File: src/rtl/usb_pkg.sv
// Shared USB token definitions: PID codes, CRC5 constants and the token
// transmitter state type.
package usb_pkg;

   localparam logic [3:0] PID_OUT   = 4'b0001;
   localparam logic [3:0] PID_IN    = 4'b1001;
   localparam logic [3:0] PID_SETUP = 4'b1101;
   localparam logic [3:0] PID_SOF   = 4'b0101;

   localparam logic [4:0] CRC5_POLY = 5'b00101;
   localparam logic [4:0] CRC5_INIT = 5'b11111;

   localparam int unsigned PID_BITS  = 8;
   localparam int unsigned DATA_BITS = 11;
   localparam int unsigned CRC_BITS  = 5;
   localparam int unsigned CNT_W     = 4;

   typedef enum logic [1:0] {
      IDLE,
      PID,
      DATA,
      CRC
   } tx_state_e;

   // Index of the last bit of the field transmitted in state s.
   function automatic logic [CNT_W-1:0] field_last(input tx_state_e s);
      case (s)
         PID:     return CNT_W'(PID_BITS - 1);
         DATA:    return CNT_W'(DATA_BITS - 1);
         default: return CNT_W'(CRC_BITS - 1);
      endcase
   endfunction

endpackage

File: src/rtl/usb_crc5_serial.sv
// Bit-serial CRC5 (x^5 + x^2 + 1) engine; crc_c presents the inverted remainder.
module usb_crc5_serial
   import usb_pkg::*;
#(
   parameter logic [4:0] INIT = CRC5_INIT
) (
   input  logic       clk,
   input  logic       rst,
   input  logic       clr,
   input  logic       en,
   input  logic       din,
   output logic [4:0] crc_c
);

   logic [4:0] r;

   always_ff @(posedge clk or posedge rst) begin
      if (rst) begin
         r <= INIT;
      end else if (clr) begin
         r <= INIT;
      end else if (en) begin
         r <= {r[3:0], 1'b0} ^ (((din ^ r[4]) == 1'b1) ? CRC5_POLY : 5'b00000);
      end
   end

   assign crc_c = ~r;

endmodule

File: src/rtl/usb_token_tx.sv
// USB token packet serializer: PID byte, 11-bit token field and CRC5, with
// bit stuffing, one bit per bit_en strobe.
module usb_token_tx
   import usb_pkg::*;
#(
   parameter int unsigned STUFF_LEN = 6,
   parameter logic [4:0]  CRC_INIT  = 5'b11111
) (
   input  logic        clk,
   input  logic        rst,
   input  logic        bit_en,
   input  logic        start,
   input  logic [3:0]  pid,
   input  logic [10:0] d,
   output logic        busy,
   output logic        tx_bit,
   output logic        tx_valid,
   output logic        done,
   output logic [4:0]  crc5
);

   localparam int unsigned OW = $clog2(STUFF_LEN + 1);

   tx_state_e        state;
   logic [7:0]       pid_byte;
   logic [10:0]      d_r;
   logic [CNT_W-1:0] cnt;
   logic [OW-1:0]    ones;

   logic             stuff_c;
   logic             bit_c;
   logic             accept_c;
   logic             crc_en_c;
   logic [4:0]       crc_c;

   assign stuff_c  = (ones == OW'(STUFF_LEN));
   assign accept_c = (state == IDLE) && start;
   assign crc_en_c = bit_en && (state == DATA) && !stuff_c;

   // Next field bit to send when no stuff bit is due.
   always_comb begin
      bit_c = 1'b0;
      case (state)
         PID:     bit_c = pid_byte[cnt[2:0]];
         DATA:    bit_c = d_r[cnt];
         CRC:     if (cnt < CNT_W'(CRC_BITS)) bit_c = crc_c[3'(CNT_W'(CRC_BITS - 1) - cnt)];
         default: bit_c = 1'b0;
      endcase
   end

   usb_crc5_serial #(
      .INIT (CRC_INIT)
   ) u_crc (
      .clk   (clk),
      .rst   (rst),
      .clr   (accept_c),
      .en    (crc_en_c),
      .din   (bit_c),
      .crc_c (crc_c)
   );

   always_ff @(posedge clk or posedge rst) begin
      if (rst) begin
         state    <= IDLE;
         pid_byte <= 8'h00;
         d_r      <= 11'h000;
         cnt      <= '0;
         ones     <= '0;
         busy     <= 1'b0;
         tx_bit   <= 1'b0;
         tx_valid <= 1'b0;
         done     <= 1'b0;
         crc5     <= 5'b00000;
      end else begin
         tx_valid <= 1'b0;
         done     <= 1'b0;
         // The remainder is final once DATA completes and stays put through CRC.
         if (state == CRC) crc5 <= crc_c;

         if (state == IDLE) begin
            if (start) begin
               pid_byte <= {~pid, pid};
               d_r      <= d;
               cnt      <= '0;
               ones     <= '0;
               busy     <= 1'b1;
               state    <= PID;
            end
         end else if (bit_en) begin
            tx_valid <= 1'b1;
            if (stuff_c) begin
               tx_bit <= 1'b0;
               ones   <= '0;
               // cnt parked past the last CRC bit marks the trailing stuff slot.
               if (state == CRC && cnt == CNT_W'(CRC_BITS)) begin
                  done  <= 1'b1;
                  busy  <= 1'b0;
                  state <= IDLE;
               end
            end else begin
               tx_bit <= bit_c;
               ones   <= bit_c ? OW'(ones + 1'b1) : '0;
               if (cnt == field_last(state)) begin
                  cnt <= '0;
                  case (state)
                     PID:  state <= DATA;
                     DATA: state <= CRC;
                     default: begin
                        if (bit_c && ones == OW'(STUFF_LEN - 1)) begin
                           cnt <= CNT_W'(CRC_BITS);
                        end else begin
                           done  <= 1'b1;
                           busy  <= 1'b0;
                           state <= IDLE;
                        end
                     end
                  endcase
               end else begin
                  cnt <= cnt + 1'b1;
               end
            end
         end
      end
   end

endmodule

File: config.mk
export PLATFORM = sky130hd
export DESIGN_NAME = usb_token_tx
export DESIGN_NICKNAME = d
export VERILOG_FILES = /design/src/rtl/usb_pkg.sv /design/src/rtl/usb_crc5_serial.sv /design/src/rtl/usb_token_tx.sv
export SDC_FILE = /design/constraint.sdc
export NUM_CORES = 1
export LEC_CHECK = 0
export CORE_ASPECT_RATIO = 1.5
export CORE_UTILIZATION = 40
export CTS_CLUSTER_DIAMETER = 40
export CTS_CLUSTER_SIZE = 25
export DETAILED_ROUTE_END_ITERATION = 16
export PLACE_DENSITY = 0.75
export SLEW_MARGIN = 20
export SYNTH_ARGS = -nofsm -noshare
export SYNTH_HDL_FRONTEND = slang
export SYNTH_SLANG_ARGS = --single-unit
File: constraint.sdc
create_clock -name clk -period 2 [get_ports clk]
set_input_delay 0.3 -clock clk [delete_from_list [all_inputs] [get_ports clk]]
set_output_delay 0.3 -clock clk [all_outputs]
set_load 0.05 [all_outputs]
==> qor.yml, run 1 <==
async_flop_share: 1.00
violations: "negative setup slack"
hpwl_um: 3280
start_util: 0.423
pre_cts_ws_ps: -92.8
fin_crit_sh: 1.05
route.vias.total: 1796
synth_area_um2: 2220
maxCapViolCount: 0
met3_usage: 0.0427
cts_made_buffers: 5
synth_flop_cell: "dfrtp_1"
leakage_nw: 1.31
synth_nets: 261
required_ps: 2220
drt_pass1_iterations: 6
hold_path_class: "in -> async"
fillCellCount: 465
gr-total-overflow: 0
clock.fmax_ghz: 0.477
grt_use_met2: 0.323
die_x_um: 62.8
worst_slew_pin_slew_ps: 500
viasPerCell: 5.25
wl_per_cell_um: 13.7
layout-drive-gt1-share: 0.168
skew_ps: 6.50
hold_viol_final: 0
path_max_fanout: 8
dieHeight_um: 93.3
multiInputGateArea_um2: 1140
startpoint_type: "flop"
finalCriticalPeriod_ps: 2090
worstPathArrival_ps: 2320
max-slew-margin-rel: 0.666
setup_viol: 10
slowest_stage: "dfrtp_1"
antenna_found_initial: 0
synth_edf_count: 0
whs_ps: 368
syn_avg_cell_area_um2: 9.61
busiest_layer: "met2"
area_growth_pct: 28.8
ios: 28
clkLatencyLatePin_ps: 290
grt_pass1_wl_um: 7590
irDropWorstVdd_v: 0.000563
use_met1: 0.162
critPathTopFamily: "compound AO/OA/AOI/OAI gates"
fin_nets: 303
num_rows: 32
clockBufferDepth: 2
root_buffer: "clkbuf_8"
core_area_um2: 5250
finalCoreUtilization: 0.545
ctsHoldBuffers: 0
drc: 0
clkTransAtPathRegs_ps: 80
first_iter_violations: 52
cts_tree: "built"
ys_seq_area_frac: 0.476
ant_nets: 0
htree_num_levels: 2
slowest_delay_ps: 380
rsz0062_at_grt: "yes"
worst_slack_ps: -94.8
final-max-slew-violation-count: 0
worstPathCellList: "buf_6, inv_4, ha_4, mux4_2, o21ai_2, nand2b_2, a31oi_4, xnor3_1, o21ai_1"
dieArea_um2: 5860
clock_sinks: 42
regArea_um2: 1060
yosys.cell_types.count: 39
ys_ff_latch: 42
numPortBuffers: 27
status: "finished with violations"
grt_max_degree: 43
totalWireLength_um: 4680
ys_warn_count: 0
end_kind: "flop"
synthCells: 231
grt_use_total: 0.169
power_mw: 4.52
powerDensity_nw_per_um2: 1580
crit_type: "reg -> reg"
grt_pass1_vias: 1784
diodes: 0
path_buf_inv: 2
gp_congestion: 0.837
-- final cells by class --
type                    count  area share
clock inverters             1      0.0105
inverters                  12      0.0166
well taps                  68      0.0297
repair buffers             45       0.149
clock buffers               7      0.0267
multi-input cells         167       0.398
flip-flops and latches     42       0.370
-- per-layer routing --
layer | wire [um] | part of all wire | up-vias
met4 | 123 | 0.026 | 0
met5 | 0 | 0 | -
li1 | - | - | 863
met3 | 147 | 0.031 | 11
met1 | 1900 | 0.41 | 880
met2 | 2510 | 0.54 | 42
-- worst paths after layout --
| check | startpoint | end | slack [ps] | depth (start not counted) |
|---|---|---|---|---|
| worst min-delay path | rst | d_r[8] | 370 | 3 |
| min in group clk | pid_byte[3] | pid_byte[3] | 470 | 2 |
| max in group asynchronous | rst | u_crc.r[2] | 1370 | 3 |
| worst min register to register | pid_byte[3] | pid_byte[3] | 470 | 2 |
| worst max register to register | cnt[0] | u_crc.r[2] | -90 | 9 |
| worst max-delay path | cnt[0] | u_crc.r[2] | -90 | 9 |
-- state kept, by name (all words and copies together) (netlist names) --
signal,count
crc5,5
tx_bit,1
busy,1
u_crc.r,5
state,2
pid_byte,8
d_r,11
cnt,4
done,1
ones,3
tx_valid,1
-- power breakdown --
part	internal (mW)	switching (mW)
combinational	1.11	1.26
sequential	1.23	0.257
clock	0.374	0.285
total	2.72	1.80
-- metrics by stage --
step | TNS (ps) | area (um^2) | cells
floorplan | -1.62 | 2240 | 231
global placement | -52.7 | 2650 | 329
detailed placement | -330 | 2650 | 329
CTS | -284 | 2780 | 338
global route | -1660 | 2860 | 342
finish | -506 | 2860 | 342
-- layout by cell type, fill, tap and decap left out, drive strengths merged, types with 4 or more instances in the layout --
cell,count
nor2,11
nand2,68
a31oi,4
o21ai,8
nand3,8
dfrtp,37
o21a,4
inv,12
clkbuf,7
buf,18
dfstp,5
nor3,4
ha,11
mux4,5
a21oi,11
clkdlybuf4s50,27
mux2i,5
-- timing repair --
action                     4_1_cts  5_1_grt
resized for setup                4       14
setup endpoints to repair       11       12
buffers inserted                 1        4
pin swaps                        5        6
-- cell families after synthesis --
kind of cell / share of synthesized area
simple gates: 0.198
flops: 0.476
compound gates: 0.115
buf+inv: 0.0422
fa+ha+maj: 0.0620
mux: 0.0800
xor+xnor: 0.0259
-- Yosys cell counts (all sizes together), types with 2 or more instances --
library cell	number	area share
nand2b	3	0.0096
dfstp	5	0.059
dfrtp	37	0.42
a31oi	4	0.018
and3	3	0.0085
o31ai	2	0.0068
buf	4	0.012
xnor2	3	0.012
mux2i	5	0.023
o22a	2	0.0079
o21a	4	0.014
o211ai	3	0.010
nand3	8	0.018
nor3	4	0.0090
ha	11	0.062
o21ai	8	0.020
a21oi	11	0.025
mux4	5	0.057
inv	12	0.020
and2	2	0.0056
clkbuf	6	0.010
nor2	11	0.019
nand2	68	0.11
-- worst register-to-register path: stages, from the launching register on --
cell and delay, ps:
dfrtp_1 380, buf_6 140, inv_4 50, ha_4 270, mux4_2 290, o21ai_2 160, nand2b_2 90, a31oi_4 260
xnor3_1 260, o21ai_1 130
No activity file was read; power rests on OpenSTA's default activity.
==> run 2, diff against run 1 <==
--- a/config.mk
+++ b/config.mk
@@ -5,6 +5,7 @@
 export SDC_FILE = /design/constraint.sdc
 export NUM_CORES = 1
 export LEC_CHECK = 0
+export ABC_CLOCK_PERIOD_IN_PS = 2000
 export CORE_ASPECT_RATIO = 1.5
 export CORE_UTILIZATION = 40
 export CTS_CLUSTER_DIAMETER = 40
==> results of run 2 <==
Same layout as run 1: the final DEF is identical, and so are final timing and power.
==> run 3, diff against run 2 <==
--- a/config.mk
+++ b/config.mk
@@ -7,11 +7,11 @@
 export LEC_CHECK = 0
 export ABC_CLOCK_PERIOD_IN_PS = 2000
 export CORE_ASPECT_RATIO = 1.5
-export CORE_UTILIZATION = 40
+export CORE_UTILIZATION = 50
 export CTS_CLUSTER_DIAMETER = 40
 export CTS_CLUSTER_SIZE = 25
 export DETAILED_ROUTE_END_ITERATION = 16
-export PLACE_DENSITY = 0.75
+export PLACE_DENSITY = 0.88
 export SLEW_MARGIN = 20
 export SYNTH_ARGS = -nofsm -noshare
 export SYNTH_HDL_FRONTEND = slang
==> run 3 against run 2 <==
The run still ends with negative setup slack left. Sequential share of layout area increased by 1.2 points. Sequential cell count unchanged. Clock skew increased by 1.7 ps.
==> qor.yml, run 3 (synthesis gave the netlist of run 1 again) <==
startpoint_type: "flop"
critPathTopFamily: "compound AO/OA/AOI/OAI gates"
clkLatencyLatePin_ps: 290
root_buffer: "clkbuf_8"
leakage_nw: 1.31
crit_type: "reg -> reg"
ff2ff_path_depth: 7
finalCoreUtilization: 0.654
viasPerCell: 5.54
routed-wl-met2_um: 2680
grt_pass1_wl_um: 8160
route.vias.total: 1774
p_comb_frac: 0.526
largest_reg_flops: 11
regMostFlops: "d_r"
p_sw_frac: 0.415
slowest_stage: "a2111oi_1"
rsz0062_at_grt: "yes"
setup_viol: 9
powerDensity_nw_per_um2: 1580
gr-total-overflow: 0
area_growth_pct: 25.0
drt_pass1_iterations: 4
ant_nets: 0
dieArea_um2: 4720
slowest_delay_ps: 570
required_ps: 2220
layout-drive-gt1-share: 0.153
numPortBuffers: 27
final_cell_mix: "nand2_1, dfrtp_1, clkdlybuf4s50_1"
clkTransAtPathRegs_ps: 80
hold_viol_final: 0
wl_met1_um: 1920
max-slew-margin-rel: 0.615
path_buf_inv: 1
fillCellCount: 316
grt_use_total: 0.222
p_int_mw: 2.56
finalCriticalPeriod_ps: 2250
reg_top3: "d_r: 11 flops, pid_byte: 8 flops"
clock.fmax_ghz: 0.445
grt_pass1_vias: 1924
cts_tree: "built"
clock_sinks: 42
rr_endpoint: "u_crc.r[2]"
worstPathCellList: "inv_2, a21oi_1, a2111oi_1, o21ai_2, a31oi_4, xnor3_1, o21ai_1"
clockBufferDepth: 2
irDropWorstVdd_v: 0.00107
worstPathArrival_ps: 2460
regArea_um2: 1060
diodes: 0
dpl_cell_area_um2: 2620
gp_congestion: 0.895
worst_slew_pin_slew_ps: 576
hpwl_um: 3410
multiInputGateArea_um2: 1120
pwr-share-clk: 0.128
path_max_fanout: 8
htree_num_levels: 2
first_iter_violations: 43
antenna_found_initial: 0
wl_per_cell_um: 15.1
stdcell_area_um2: 2780
grt_max_degree: 43
cts_made_buffers: 5
hold_path_class: "in -> async"
r2r-start: "cnt[0]"
maxCapViolCount: 0
fin_crit_sh: 1.12
end_kind: "flop"
totalWireLength_um: 4840
pwr-share-seq: 0.346
final-max-slew-violation-count: 0
skew_ps: 8.20
start_util: 0.523
ctsHoldBuffers: 0
wl_met3_um: 125
p_sw_mw: 1.82
status: "finished with violations"
drc: 0
dieHeight_um: 83.6
core_area_um2: 4250
ios: 28
num_rows: 29
violations: "negative setup slack"
final_common_cell: "nand2_1"
die_x_um: 56.4
regToRegSetupSlack_ps: -250
worst_slack_ps: -247
top_layer: "met4"
fin_nets: 303
run 3: worst max path at each step:
| stage | startpoint | end | slack (ps) | depth (start not counted) |
|---|---|---|---|---|
| final | cnt[0] | u_crc.r[2] | -250 | 7 |
| after global routing | cnt[0] | u_crc.r[2] | -320 | 7 |
| after CTS | cnt[0] | u_crc.r[2] | -70 | 8 |
| after detailed placement | cnt[0] | u_crc.r[2] | -170 | 8 |
| after global placement | cnt[0] | u_crc.r[2] | -110 | 8 |
| after floorplan | cnt[0] | u_crc.r[2] | -2 | 9 |
run 3: per-layer routing:
layer,up-vias,GRT usage
li1,865,-
met1,856,0.249
met2,41,0.386
met3,12,0.0434
met4,0,0.124
met5,-,0
run 3: what timing repair did:
| item | 4_1_cts | 5_1_grt |
|---|---|---|
| gates cloned | 0 | 0 |
| gates resized for setup | 2 | 8 |
| setup endpoints to repair | 12 | 14 |
| buffers inserted | 2 | 2 |
| pin swaps | 2 | 10 |
run 3: tightest hold or removal path: stages:
cell and delay [ps]:
clkdlybuf4s50_1 390, inv_1 50, buf_4 430
run 3: layout make-up:
class                           instances  area share
Multi-Input combinational cell        167       0.403
Sequential cell                        42       0.381
Timing Repair Buffer                   45       0.146
Clock buffer                            7      0.0311
Tap cell                               46      0.0207
Inverter                               12      0.0162
Clock inverter                          1     0.00180
run 3: stage by stage:
step / setup slack [ps] / cells / hold WS (ps) / setup TNS, ps / power [mW]
2_1_floorplan: -1.62 / 231 / 385 / -1.62 / 3.04
5_1_grt: -316 / 320 / 501 / -1660 / 4.71
6_report: -247 / 320 / 429 / -906 / 4.37
4_1_cts: -71.9 / 318 / 447 / -199 / 4.25
3_5_place_dp: -168 / 308 / 462 / -1140 / 3.64
3_3_place_gp: -105 / 308 / 451 / -405 / 3.54
run 3: power groups by stage:
stage               logic (mW)  clock network (mW)  registers (mW)
CTS                       2.17               0.570            1.51
detailed placement        2.12                   0            1.52
floorplan                 1.38                   0            1.66
global route              2.54               0.610            1.56
finish                    2.30               0.561            1.51
global placement          2.03                   0            1.51
